==> src/rtl/pc_gen.sv <==
// pc_gen: fetch-stage program-counter generator.
//   Produces the instruction-memory fetch address with a post-reset boot
//   delay, stall hold, buffered branch/jump redirect with alignment
//   checking, and an optional trap vector (enabled by `define PC_TRAP_EN).
// Ports:
//   clk, rst_n          clock, asynchronous active-low reset
//   stall_i             pipeline stall, holds the PC
//   fetch_ready_i       instruction memory accepts an address this cycle
//   br_valid_i          one-cycle redirect request
//   br_target_i         redirect target address
//   trap_valid_i        trap request            (PC_TRAP_EN only)
//   trap_vec_i          trap handler address    (PC_TRAP_EN only)
//   pc_o                current fetch address
//   ce_o                instruction memory chip enable
//   pc_valid_o          pc_o is a valid fetch request
//   misalign_o          pulse: a captured target had its low bits forced to 0
module pc_gen #(
   parameter int unsigned            ADDR_WIDTH   = 32,
   parameter logic [ADDR_WIDTH-1:0]  RESET_VECTOR = '0,
   parameter int unsigned            STEP         = 4,
   parameter int unsigned            BOOT_CYCLES  = 1
) (
   input  logic                  clk,
   input  logic                  rst_n,
   input  logic                  stall_i,
   input  logic                  fetch_ready_i,
   input  logic                  br_valid_i,
   input  logic [ADDR_WIDTH-1:0] br_target_i,
`ifdef PC_TRAP_EN
   input  logic                  trap_valid_i,
   input  logic [ADDR_WIDTH-1:0] trap_vec_i,
`endif
   output logic [ADDR_WIDTH-1:0] pc_o,
   output logic                  ce_o,
   output logic                  pc_valid_o,
   output logic                  misalign_o
);

   localparam int unsigned           CNT_W      = 4;
   localparam logic [CNT_W-1:0]      BOOT_INIT  = CNT_W'(BOOT_CYCLES);
   localparam logic [ADDR_WIDTH-1:0] STEP_ADDR  = ADDR_WIDTH'(STEP);
   // Low bits that must be zero in any target (log2(STEP) bits).
   localparam logic [ADDR_WIDTH-1:0] ALIGN_MASK = ADDR_WIDTH'(STEP - 1);

   typedef enum logic [1:0] {ST_BOOT, ST_RUN, ST_STALL} state_t;

   state_t                  state;
   logic [CNT_W-1:0]        boot_cnt;
   logic                    pend_flag;
   logic [ADDR_WIDTH-1:0]   pend_addr;

   logic [ADDR_WIDTH-1:0]   br_tgt;
   logic                    br_mis;
   logic                    trap_req;
   logic                    trap_take;
   logic [ADDR_WIDTH-1:0]   trap_pc;
   logic                    trap_mis;

   assign br_tgt = br_target_i & ~ALIGN_MASK;
   assign br_mis = |(br_target_i & ALIGN_MASK);

`ifdef PC_TRAP_EN
   logic                  trap_pend;
   logic [ADDR_WIDTH-1:0] trap_addr;
   logic [ADDR_WIDTH-1:0] trap_tgt;

   assign trap_tgt  = trap_vec_i & ~ALIGN_MASK;
   assign trap_req  = trap_valid_i;
   // A trap seen during BOOT waits until boot completes; a fresh one wins.
   assign trap_take = (trap_valid_i | trap_pend) & (state != ST_BOOT);
   assign trap_pc   = trap_valid_i ? trap_tgt : trap_addr;
   assign trap_mis  = trap_valid_i & (|(trap_vec_i & ALIGN_MASK));

   // Trap hold register for requests arriving during BOOT.
   always_ff @(posedge clk or negedge rst_n) begin
      if (!rst_n) begin
         trap_pend <= 1'b0;
         trap_addr <= '0;
      end else if (trap_take) begin
         trap_pend <= 1'b0;
      end else if (trap_valid_i) begin
         trap_pend <= 1'b1;
         trap_addr <= trap_tgt;
      end
   end
`else
   assign trap_req  = 1'b0;
   assign trap_take = 1'b0;
   assign trap_pc   = '0;
   assign trap_mis  = 1'b0;
`endif

   // PC state machine; a trap request suppresses any same-cycle redirect.
   always_ff @(posedge clk or negedge rst_n) begin
      if (!rst_n) begin
         state      <= ST_BOOT;
         boot_cnt   <= BOOT_INIT;
         pend_flag  <= 1'b0;
         pend_addr  <= '0;
         pc_o       <= RESET_VECTOR;
         ce_o       <= 1'b0;
         pc_valid_o <= 1'b0;
         misalign_o <= 1'b0;
      end else begin
         misalign_o <= trap_mis | (br_valid_i & br_mis & ~trap_req);
         if (trap_take) begin
            state      <= ST_RUN;
            pc_o       <= trap_pc;
            ce_o       <= 1'b1;
            pc_valid_o <= 1'b1;
            pend_flag  <= 1'b0;
         end else begin
            case (state)
               ST_BOOT: begin
                  boot_cnt <= boot_cnt - CNT_W'(1);
                  if (boot_cnt == CNT_W'(1)) begin
                     state      <= ST_RUN;
                     ce_o       <= 1'b1;
                     pc_valid_o <= 1'b1;
                  end
                  if (br_valid_i && !trap_req) begin
                     pend_flag <= 1'b1;
                     pend_addr <= br_tgt;
                  end
               end
               ST_STALL: begin
                  if (!stall_i) begin
                     state      <= ST_RUN;
                     pc_valid_o <= 1'b1;
                  end
                  if (br_valid_i) begin
                     pend_flag <= 1'b1;
                     pend_addr <= br_tgt;
                  end
               end
               default: begin
                  if (stall_i) begin
                     state      <= ST_STALL;
                     pc_valid_o <= 1'b0;
                     if (br_valid_i) begin
                        pend_flag <= 1'b1;
                        pend_addr <= br_tgt;
                     end
                  end else if (br_valid_i) begin
                     // Newest redirect replaces any buffered one.
                     pc_o      <= br_tgt;
                     pend_flag <= 1'b0;
                  end else if (pend_flag) begin
                     pc_o      <= pend_addr;
                     pend_flag <= 1'b0;
                  end else if (pc_valid_o && fetch_ready_i) begin
                     pc_o <= pc_o + STEP_ADDR;
                  end
               end
            endcase
         end
      end
   end

endmodule

==> config.mk <==
export PLATFORM = sky130hd
export DESIGN_NAME = pc_gen
export DESIGN_NICKNAME = d
export VERILOG_FILES = /design/src/rtl/pc_gen.sv
export SDC_FILE = /design/constraint.sdc
export NUM_CORES = 1
export LEC_CHECK = 0
export BUFFER_PORTS_ARGS = -buffer_cell sky130_fd_sc_hd__buf_2
export CAP_MARGIN = 20
export CORE_MARGIN = 5
export CORE_UTILIZATION = 60
export CTS_CLUSTER_DIAMETER = 40
export DETAILED_ROUTE_END_ITERATION = 8
export PLACE_DENSITY = 0.93
export REMOVE_ABC_BUFFERS = 1
export SLEW_MARGIN = 10
export SYNTH_ARGS = -nofsm -noshare
export SYNTH_HDL_FRONTEND = slang
export SYNTH_SLANG_ARGS = --single-unit
export TNS_END_PERCENT = 10
==> constraint.sdc <==
create_clock -name clk -period 4.65 [get_ports clk]
set_clock_uncertainty 0.1 [all_clocks]
set_input_delay 0.6975 -clock clk [delete_from_list [all_inputs] [get_ports clk]]
set_output_delay 0.6975 -clock clk [all_outputs]
set_load 0.02 [all_outputs]
==> results.txt <==
outcome: complete, no violations
IO Port Bufs: 69
GRT Overall Usage: 26.53%
P per Cell Area: 600.1 mW/mm2
Final Hold Violating Endpoints: 0
crit-path max cell delay: 0.81 ns
layout cells sized above 1: 26.51%
Detailed Place HPWL: 6642 um
Max VDD drop: 0.3219 mV
commonest non-fill, non-tap cell in the layout: buf_2
most frequent cells in the layout: buf_2 (69), dfrtp_1 (68), o21ai_0 (37), nor2_1 (35), nand2_1 (32)
slowest cell on the critical path: nor2b_1
RSZ-0062 raised after global routing: false
hold-fix buffers at CTS: 0
Synth Area per Inst: 9.510 um2
vias in the first global route: 3502
Clock transition at path regs: 0.08 ns
Sink Count: 69
Worst Tran Pin Value: 0.9674 ns
CP Depth: 5
register area share after synthesis: 45.65%
R2R depth: 5
antenna-violating nets left: 0
Fillers: 472
post-synthesis instance total: 398
WHS Path Cells: 1
crit-path cells: buf_4 -> nor2b_1 -> a221oi_1 -> a21oi_1 -> a21boi_0
EDFF count, synth: 0
Post CTS Setup Buffer Count: 0
Arr. time, crit path: 2.80 ns
Placed Area: 0.004178 mm2
Buf/Inv on CP: 1
highest clock rate: 380.0 MHz
non-filler cells, final: 541
top_reg_cell synth: dfrtp_1
Vias: 3456
Num CTS Buffers: 9
CTS Buffer Depth: 2
Routability Congestion: 0.8272
max cap viols: 0
die area: 0.007997 mm2
DRT Wirelength: 9972 um
cell accounting for the most synthesized area: dfrtp_1
Max FO, Critical Path: 18
WS Path Type: reg2reg
Yosys top cell area share: 44.96%
delay-heaviest family, CP: simple AND/OR/NAND/NOR gates
leakage power: 1.932 nW
Synth cell types: 51
CTS root buf: clkbuf_8
synthesized area: 0.003785 mm2
initial core utilization: 60.65%
ys async rst share: 100.0%
post-route cell area: 0.004365 mm2
RR Endpoint: pc_o[21]
Yosys reg bits: 69
final net count: 499
CTS resizes: 0
Slew Limit Fails: 0
first-pass GRT wire length: 16330 um
TritonCTS clock tree: built
antenna violations before repair: 0
largest net degree at the start of global routing: 70
hold_sp: ce_o
Initial DRT Pass Iterations: 5
startpoint types: register
top cells by area, synth: dfrtp_1 (45%), mux2_2 (8.6%), o21ai_0 (4.9%)
GRT overflow: 0
setup TNS: 0 ns
relative slew slack: 35.38%
Final period util: 56.59%
Final setup viols: 0
Area Overhead vs Synth: 15.34%
routed wire length per instance: 18.43 um
CP endpoint kind: register
core area: 0.006241 mm2
final worst slack: 2.019 ns
min cycle time layout: 2.631 ns
pre-CTS WS: 1.879 ns
FP Rows: 29
Cells after DPL: 525
Ports: 72
Worst Hold Class: reg2reg
worst hold path endpoint: ce_o
final core utilization: 69.95%
R2R setup slack: 2.02 ns
DIE WIDTH: 89.43 um
Die Ht: 89.43 um
Worst R2R Start: pend_flag
Residual DRC: 0
number of DRC markers in iteration 0: 310
Crit path required time: 4.82 ns
Skew-Pair Late Insertion Delay: 0.36 ns
Ys Warns: 0
Antenna Cells: 0
htree depth: 3
via density per instance: 6.388
[cell families (layout without fill, tap and decap cells)]
| family | after synthesis | after routing | synth area share, % |
|---|---|---|---|
| and+or+nand+nor | 138 | 138 | 18.98 |
| AOI/OAI and AO/OA | 104 | 104 | 16.96 |
| DFF | 69 | 69 | 45.65 |
| muxes | 33 | 33 | 9.686 |
| buffers and inverters | 32 | 97 | 3.438 |
| xor gates and xnor gates | 17 | 17 | 3.934 |
| adders and majority gates | 4 | 4 | 1.256 |
| other | 1 | 2 | 0.09908 |
[report_power, final]
group | internal (mW) | leakage (nW) | switching, mW
clock network | 0.263 | 0.0947 | 0.224
registers | 0.823 | 0.818 | 0.291
logic | 0.410 | 1.02 | 0.609
[state kept, by name, summed over array words and instances (netlist names)]
name	cells
pc_o	30
pend_addr	30
boot_cnt	4
state	2
ce_o	1
misalign_o	1
pend_flag	1
[cell usage after synthesis, types with 2 or more instances]
cell      count
a21oi_1      24
nor3_1        6
a22oi_1       7
dfrtp_1      68
nor4_2        2
nor4_1        3
mux2_2       29
o31a_1        2
o22ai_1       2
ha_1          3
o211ai_1      6
buf_4         2
a221oi_1      3
xnor2_1       7
and3_1       11
mux2i_1       4
buf_1         4
xor2_1       10
nand2b_1      5
inv_1         7
clkbuf_1     17
a221o_1       6
a31oi_1       6
o21a_1        2
and4_1        3
nand4_1      11
o21ai_0      37
nand2_1      32
nor2_1       35
nor2b_1       2
a21boi_0      2
nand3_1      21
[worst reg2reg max path, delay by kind of cell, from the launching register on]
| family | cells | cell delay, ns |
|---|---|---|
| buffers and inverters | 1 | 0.36 |
| DFF | 1 | 0.69 |
| and+or+nand+nor | 1 | 0.81 |
| AOI/OAI and AO/OA | 3 | 0.58 |
[layer usage]
| layer | GRT usage, % | vias to the layer above | part of all wire, % |
|---|---|---|---|
| met3 | 6.820 | 22 | 8.9 |
| met2 | 43.60 | 179 | 50 |
| li1 | - | 1572 | - |
| met5 | 0 | - | 0 |
| met1 | 32.29 | 1683 | 39 |
| met4 | 13.26 | 0 | 1.9 |
[worst max-delay path by stage]
| stage | slack, ns | from | endpoint |
|---|---|---|---|
| after floorplan | 0.65 | pend_flag | pc_o[10] |
| after global placement | 1.96 | br_valid_i | pend_addr[17] |
| after detailed placement | 1.88 | br_valid_i | pend_addr[18] |
| after CTS | 2.05 | pc_o[2] | pc_o[26] |
| after global routing | 1.87 | pc_o[2] | pc_o[26] |
| final | 2.02 | pend_flag | pc_o[21] |
[metrics by stage]
stage | power (mW) | hold WS (ns)
global placement | 2.056 | 0.3516
finish | 2.620 | 0.3766
CTS | 2.611 | 0.3771
global route | 2.789 | 0.3834
floorplan | 1.737 | 0.3019
detailed placement | 2.123 | 0.3476
[area by class of cell]
cell class,instances,area [um2],area share (%)
Clock buffer,14,152.6,3.497
Multi-Input combinational cell,298,1944,44.54
Tap cell,77,96.34,2.207
Inverter,7,26.28,0.6019
Timing Repair Buffer,74,382.9,8.770
Sequential cell,69,1728,39.58
Clock inverter,2,35.03,0.8025
Power figures use the tool's default switching activity.
